`src/rtl/wb_pkg.sv`:
```
// Shared types and constants for the writeback stage.
//   wb_sel_e    : result select carried with each instruction
//   F3_*        : load funct3 encodings (width and signedness)
//   wb_state_e  : writeback controller states
package wb_pkg;

    typedef enum logic [1:0] {
        WB_NONE = 2'd0,
        WB_ALU  = 2'd1,
        WB_PC4  = 2'd2,
        WB_LOAD = 2'd3
    } wb_sel_e;

    localparam logic [2:0] F3_LB  = 3'b000;
    localparam logic [2:0] F3_LH  = 3'b001;
    localparam logic [2:0] F3_LW  = 3'b010;
    localparam logic [2:0] F3_LBU = 3'b100;
    localparam logic [2:0] F3_LHU = 3'b101;

    typedef enum logic {
        WB_IDLE      = 1'b0,
        WB_WAIT_LOAD = 1'b1
    } wb_state_e;

endpackage

```
`src/rtl/writeback_unit_load_align_ext.sv`:
```
// Combinational load data extraction and misalignment check.
// Ports:
//   funct3     in  load width/sign encoding
//   offset     in  byte offset of the effective address within the word
//   word       in  aligned memory word holding the load data
//   data       out extracted and sign/zero-extended load value
//   misaligned out access does not fit its natural alignment, or funct3
//                  is not a legal load encoding
module load_align_ext
    import wb_pkg::*;
#(
    parameter int WORD_LEN = 32
) (
    input  logic [2:0]          funct3,
    input  logic [1:0]          offset,
    input  logic [WORD_LEN-1:0] word,
    output logic [WORD_LEN-1:0] data,
    output logic                misaligned
);

    logic [7:0]  byte_sel;
    logic [15:0] half_sel;

    assign byte_sel = word[{offset, 3'b000} +: 8];
    assign half_sel = word[{offset[1], 4'b0000} +: 16];

    always_comb begin
        data       = word;
        misaligned = 1'b0;
        case (funct3)
            F3_LB:  data = {{(WORD_LEN-8){byte_sel[7]}}, byte_sel};
            F3_LBU: data = {{(WORD_LEN-8){1'b0}}, byte_sel};
            F3_LH: begin
                data       = {{(WORD_LEN-16){half_sel[15]}}, half_sel};
                misaligned = offset[0];
            end
            F3_LHU: begin
                data       = {{(WORD_LEN-16){1'b0}}, half_sel};
                misaligned = offset[0];
            end
            F3_LW: begin
                data       = word;
                misaligned = (offset != 2'b00);
            end
            default: misaligned = 1'b1;
        endcase
    end

endmodule

```
`src/rtl/writeback_unit.sv`:
```
// Writeback stage feeding the register file write port.
// Accepts retired instructions over valid/ready, selects ALU / PC+4 / load
// data, waits for load responses, and issues one registered register-file
// write plus a commit pulse per instruction.
// Ports:
//   clk, reset                      clock, synchronous active-low reset
//   in_valid/in_ready               instruction handshake (ready only in IDLE)
//   in_pc, in_rd, in_wb_sel         instruction PC, destination, result select
//   in_alu_result, in_funct3        ALU result / load address, load type
//   mem_rvalid, mem_rdata           load response
//   rf_waddr, rf_wdata, rf_wen      register file write (registered)
//   commit_valid, commit_pc         retirement pulse and PC (registered)
//   load_misaligned                 pulse on a rejected misaligned load
//
// state        | meaning
// -------------+-------------------------------------------------------
// WB_IDLE      | ready; non-loads and misaligned loads retire next cycle
// WB_WAIT_LOAD | load accepted, waiting for mem_rvalid (no timeout)
module writeback_unit
    import wb_pkg::*;
#(
    parameter int ADDR_WIDTH = 5,
    parameter int WORD_LEN   = 32
) (
    input  logic                  clk,
    input  logic                  reset,
    input  logic                  in_valid,
    output logic                  in_ready,
    input  logic [WORD_LEN-1:0]   in_pc,
    input  logic [ADDR_WIDTH-1:0] in_rd,
    input  logic [1:0]            in_wb_sel,
    input  logic [WORD_LEN-1:0]   in_alu_result,
    input  logic [2:0]            in_funct3,
    input  logic                  mem_rvalid,
    input  logic [WORD_LEN-1:0]   mem_rdata,
    output logic [ADDR_WIDTH-1:0] rf_waddr,
    output logic [WORD_LEN-1:0]   rf_wdata,
    output logic                  rf_wen,
    output logic                  commit_valid,
    output logic [WORD_LEN-1:0]   commit_pc,
    output logic                  load_misaligned
);

    wb_state_e state_q, state_d;
    wb_sel_e   sel;
    logic      accept;

    logic [2:0]            ld_f3_q;
    logic [1:0]            ld_off_q;
    logic [ADDR_WIDTH-1:0] ld_rd_q;
    logic [WORD_LEN-1:0]   ld_pc_q;

    logic [2:0]          al_f3;
    logic [1:0]          al_off;
    logic [WORD_LEN-1:0] al_data;
    logic                al_mis;

    logic                  wen_d, commit_d, mis_d;
    logic [ADDR_WIDTH-1:0] waddr_d;
    logic [WORD_LEN-1:0]   wdata_d, pc_d;

    assign sel      = wb_sel_e'(in_wb_sel);
    assign in_ready = (state_q == WB_IDLE);
    assign accept   = in_valid && in_ready;

    // One aligner serves both uses: in IDLE it checks alignment of the
    // incoming load, in WAIT_LOAD it extracts data with the latched type.
    assign al_f3  = (state_q == WB_IDLE) ? in_funct3 : ld_f3_q;
    assign al_off = (state_q == WB_IDLE) ? in_alu_result[1:0] : ld_off_q;

    load_align_ext #(.WORD_LEN(WORD_LEN)) u_align (
        .funct3     (al_f3),
        .offset     (al_off),
        .word       (mem_rdata),
        .data       (al_data),
        .misaligned (al_mis)
    );

    always_ff @(posedge clk) begin
        if (!reset) begin
            state_q <= WB_IDLE;
        end else begin
            state_q <= state_d;
        end
    end

    always_comb begin
        state_d = state_q;
        case (state_q)
            WB_IDLE:
                if (accept && sel == WB_LOAD && !al_mis) state_d = WB_WAIT_LOAD;
            WB_WAIT_LOAD:
                if (mem_rvalid) state_d = WB_IDLE;
            default: state_d = WB_IDLE;
        endcase
    end

    always_comb begin
        wen_d    = 1'b0;
        commit_d = 1'b0;
        mis_d    = 1'b0;
        waddr_d  = rf_waddr;
        wdata_d  = rf_wdata;
        pc_d     = commit_pc;
        case (state_q)
            WB_IDLE: begin
                if (accept) begin
                    if (sel == WB_LOAD) begin
                        if (al_mis) begin
                            commit_d = 1'b1;
                            mis_d    = 1'b1;
                            pc_d     = in_pc;
                        end
                    end else begin
                        commit_d = 1'b1;
                        pc_d     = in_pc;
                        waddr_d  = in_rd;
                        wdata_d  = (sel == WB_PC4) ? in_pc + WORD_LEN'(4) : in_alu_result;
                        wen_d    = (sel != WB_NONE) && (in_rd != '0);
                    end
                end
            end
            WB_WAIT_LOAD: begin
                if (mem_rvalid) begin
                    commit_d = 1'b1;
                    pc_d     = ld_pc_q;
                    waddr_d  = ld_rd_q;
                    wdata_d  = al_data;
                    wen_d    = (ld_rd_q != '0);
                end
            end
            default: ;
        endcase
    end

    always_ff @(posedge clk) begin
        if (!reset) begin
            rf_wen          <= 1'b0;
            rf_waddr        <= '0;
            rf_wdata        <= '0;
            commit_valid    <= 1'b0;
            commit_pc       <= '0;
            load_misaligned <= 1'b0;
        end else begin
            rf_wen          <= wen_d;
            rf_waddr        <= waddr_d;
            rf_wdata        <= wdata_d;
            commit_valid    <= commit_d;
            commit_pc       <= pc_d;
            load_misaligned <= mis_d;
        end
    end

    always_ff @(posedge clk) begin
        if (!reset) begin
            ld_f3_q  <= '0;
            ld_off_q <= '0;
            ld_rd_q  <= '0;
            ld_pc_q  <= '0;
        end else if (accept && sel == WB_LOAD) begin
            ld_f3_q  <= in_funct3;
            ld_off_q <= in_alu_result[1:0];
            ld_rd_q  <= in_rd;
            ld_pc_q  <= in_pc;
        end
    end

endmodule

```
`config.mk`:
```
export PLATFORM = sky130hd
export DESIGN_NAME = writeback_unit
export DESIGN_NICKNAME = d
export VERILOG_FILES = /design/src/rtl/wb_pkg.sv /design/src/rtl/writeback_unit_load_align_ext.sv /design/src/rtl/writeback_unit.sv
export SDC_FILE = /design/constraint.sdc
export NUM_CORES = 1
export LEC_CHECK = 0
export ABC_AREA = 1
export ABC_CLOCK_PERIOD_IN_PS = 1720
export BUFFER_PORTS_ARGS = -buffer_cell sky130_fd_sc_hd__buf_2
export CORE_MARGIN = 10
export CORE_UTILIZATION = 48
export CTS_BUF_LIST = sky130_fd_sc_hd__clkbuf_4 sky130_fd_sc_hd__clkbuf_8 sky130_fd_sc_hd__clkbuf_16
export DETAILED_ROUTE_END_ITERATION = 7
export HOLD_SLACK_MARGIN = 0.05
export PLACE_DENSITY = 0.77
export SLEW_MARGIN = 25
export SYNTH_ARGS = -nofsm -noshare
export SYNTH_HDL_FRONTEND = slang
export SYNTH_SLANG_ARGS = --single-unit
```
`constraint.sdc`:
```
create_clock -name clk -period 1.72 [get_ports clk]
set_clock_uncertainty 0.05 [all_clocks]
set_input_delay 0.172 -clock clk [delete_from_list [all_inputs] [get_ports clk]]
set_output_delay 0.172 -clock clk [all_outputs]
set_load 0.02 [all_outputs]
```
==> summary.txt <==
via count - 8575
wl on met1 - 11700 µm
P_leak - 4.63 nW
Avg Cell Area, Syn - 6.10 µm²
Final Hold Fails - 0
P_sw - 2.59 mW
area share of the largest cell type after synthesis - 34.3%
largest net degree at the start of global routing - 67
Startpoint Class - flop
Max-slew headroom - 73.7%
fin crit period - 1.77 ns
Antenna diodes - 0
detailed placer's ending HPWL - 19400 µm
DR pass1 iterations - 5
crit path DAT - 2.03 ns
clock share of power - 44.5%
Syn Inst Count - 1101
DR WL met2 - 12700 µm
full die area - 19100 µm²
Worst-Margin Slew - 0.394 ns
Layout area overhead - 43.0%
Post-Syn Area - 6710 µm²
Iter 0 DRT Violations - 880
Sink Count - 115
Clock Root Buffer - clkbuf_16
clock buffer depth - 2
Worst Hold Depth - 3
final setup vio count - 32
Post-synth EDFFs - 0
top routing layer used - met4
slack of the critical path - -0.0524 ns
row cnt - 43
total length of routed met3 wires - 2660 µm
top cell type by total area after synthesis - dfxtp_1
DR DRC count - 0
Synth Net Count - 1212
post-route cell area - 9600 µm²
count of state elements after synthesis - 115
PD cells - 915 nW/µm²
sequential area share after synthesis - 34.3%
R2R cell count - 10
io pins - 183
Detail Route Antenna Nets - 0
Worst-path clk slew - 0.06 ns
CTS tree - built
Final Max Slew Viols - 0
top cells by area, synth - dfxtp_1, nand2_1, a21oi_1, nor2_1, o21ai_0
Total Nets Final - 1447
Hold Crit Class - in -> reg
FMAX - 564 MHz
Worst VDD drop - 672 µV
outcome - finished with violations
Placed Area - 8090 µm²
most common cell in the synthesized netlist - nand2_1
Top FF cell, synth - dfxtp_1
register share of total power - 33.9%
synth cell count leaders - nand2_1, a21oi_1, nor2_1, dfxtp_1, o21ai_0
drt total wl - 28100 µm
number of buffers added on ports - 182
Internal - 6.19 mW
Gate power share - 21.6%
Post-synth ARST share - 0%
critical path class - reg -> reg
total gr overflow - 0
failing checks - negative setup slack
Pwr Total - 8.79 mW
Via density - 5.61
pre-CTS setup slack - -0.0667 ns
Switching Fraction - 29.5%
core area - 13800 µm²
GP Congestion - 1.01
initial antenna violation count - 0
max-capacitance violation count - 0
GRT Resource Usage Total - 26.0%
Die Ht - 138 µm
Starting Density - 48.7%
vias in the first global route - 7732
unrepaired setup endpoints after global routing - true
crit-path max FO - 8
die width - 138 µm
worst path required time - 1.98 ns
Worst-Skew Late Latency - 0.43 ns
first-pass GRT wire length - 41000 µm
CP Capture Type - flop
Routed wire per std cell - 18.3 µm
CTS buffer count - 17
period utilization - 103%
Syn. warnings - 0
Distinct cells, synth - 31
share of layout cells above drive strength 1 - 27.0%
H-tree depth reported by CTS - 4
==> worst paths after layout <==
check                from  slack [ns]             to
max reg2reg       state_q       -0.05  commit_pc[12]
max               state_q       -0.05  commit_pc[12]
min reg2reg  rf_wdata[26]        0.41   rf_wdata[26]
min              in_pc[9]        0.06     ld_pc_q[9]
==> power groups by stage <==
stage | Combinational, mW | Sequential (mW) | Clock [mW]
2_1_floorplan | 0.776 | 3.19 | 0
3_3_place_gp | 1.62 | 3.01 | 0
3_5_place_dp | 1.63 | 3.02 | 0
4_1_cts | 1.73 | 2.97 | 3.91
5_1_grt | 2.05 | 3.00 | 4.04
6_report | 1.90 | 2.98 | 3.91
==> metrics by stage <==
stage	hold slack, ns	instances	TNS, ns	utilization (%)
6_report	0.0606	1529	-0.766	69.7
5_1_grt	0.0702	1529	-3.54	69.7
4_1_cts	0.0529	1513	-0.0840	66.3
3_5_place_dp	0.376	1451	-0.551	58.7
3_3_place_gp	0.376	1451	-0.00197	58.7
2_1_floorplan	0.239	1101	0	-
==> cell type report <==
type	instances	area, µm²
tap	180	225
timing repair buffer	282	1970
multi-input combinational	853	4200
inverter	67	256
sequential	115	2310
fill	1174	4170
clock inverter	8	149
clock buffer	24	497
==> registers in the layout, summed over array words and instances, names as in the netlist <==
| name | count |
|---|---|
| ld_rd_q | 5 |
| commit_valid | 1 |
| state_q | 1 |
| ld_f3_q | 3 |
| rf_wen | 1 |
| rf_wdata | 32 |
| ld_pc_q | 32 |
| load_misaligned | 1 |
| ld_off_q | 2 |
| rf_waddr | 5 |
| commit_pc | 32 |
==> worst max-delay path, cell delays in order, from the launching register on <==
cell,delay [ns]
dfxtp_4,0.41
nand2_1,0.12
nand2_2,0.14
nand2_2,0.09
buf_4,0.14
nand2_2,0.08
nand3_4,0.08
buf_12,0.17
clkbuf_16,0.17
a21oi_2,0.14
nor2_2,0.06
==> cell usage in the layout (no fill, tap or decap), types with 5 or more instances in the layout <==
cell type	Yosys	final
nor2_4	0	5
a21oi_1	169	148
buf_12	0	8
buf_6	3	5
nand2_4	1	8
nor2_2	0	13
buf_2	10	179
a21oi_2	1	19
nor2_1	163	145
dfxtp_1	115	114
inv_1	64	64
mux2i_1	9	9
xor2_1	6	6
o211ai_1	7	7
nand3_1	74	70
clkbuf_16	0	21
buf_4	4	56
nand2_1	296	280
dlygate4sd3_1	0	26
o21ai_0	97	93
nand2_2	3	13
a31oi_1	6	6
nand3_4	1	6
==> logic make-up after synthesis <==
kind of cell	after synthesis	share of synthesized area (%)
and+or+nand+nor	546	32.7
muxes	9	1.34
DFF	115	34.3
buffers and inverters	136	8.35
xor gates and xnor gates	6	0.783
AOI/OAI and AO/OA	288	22.3
adders and majority gates	1	0.186
==> repair_timing <==
action / 4_1_cts / 5_1_grt
cloned: 3 / 7
buffers inserted: 1 / 9
hold buffers: 26 / 0
pin swaps: 3 / 12
endpoints found under the setup margin: 36 / 64
endpoints found under the hold margin: 31 / 0
gates resized for setup: 20 / 73
==> layer usage <==
metal	global-route usage (%)	vias up
met1	33.7	3906
met3	5.89	92
li1	-	4099
met4	12.0	0
met2	40.3	478
met5	0	-
Note: power is estimated with default switching activity, not from simulation.
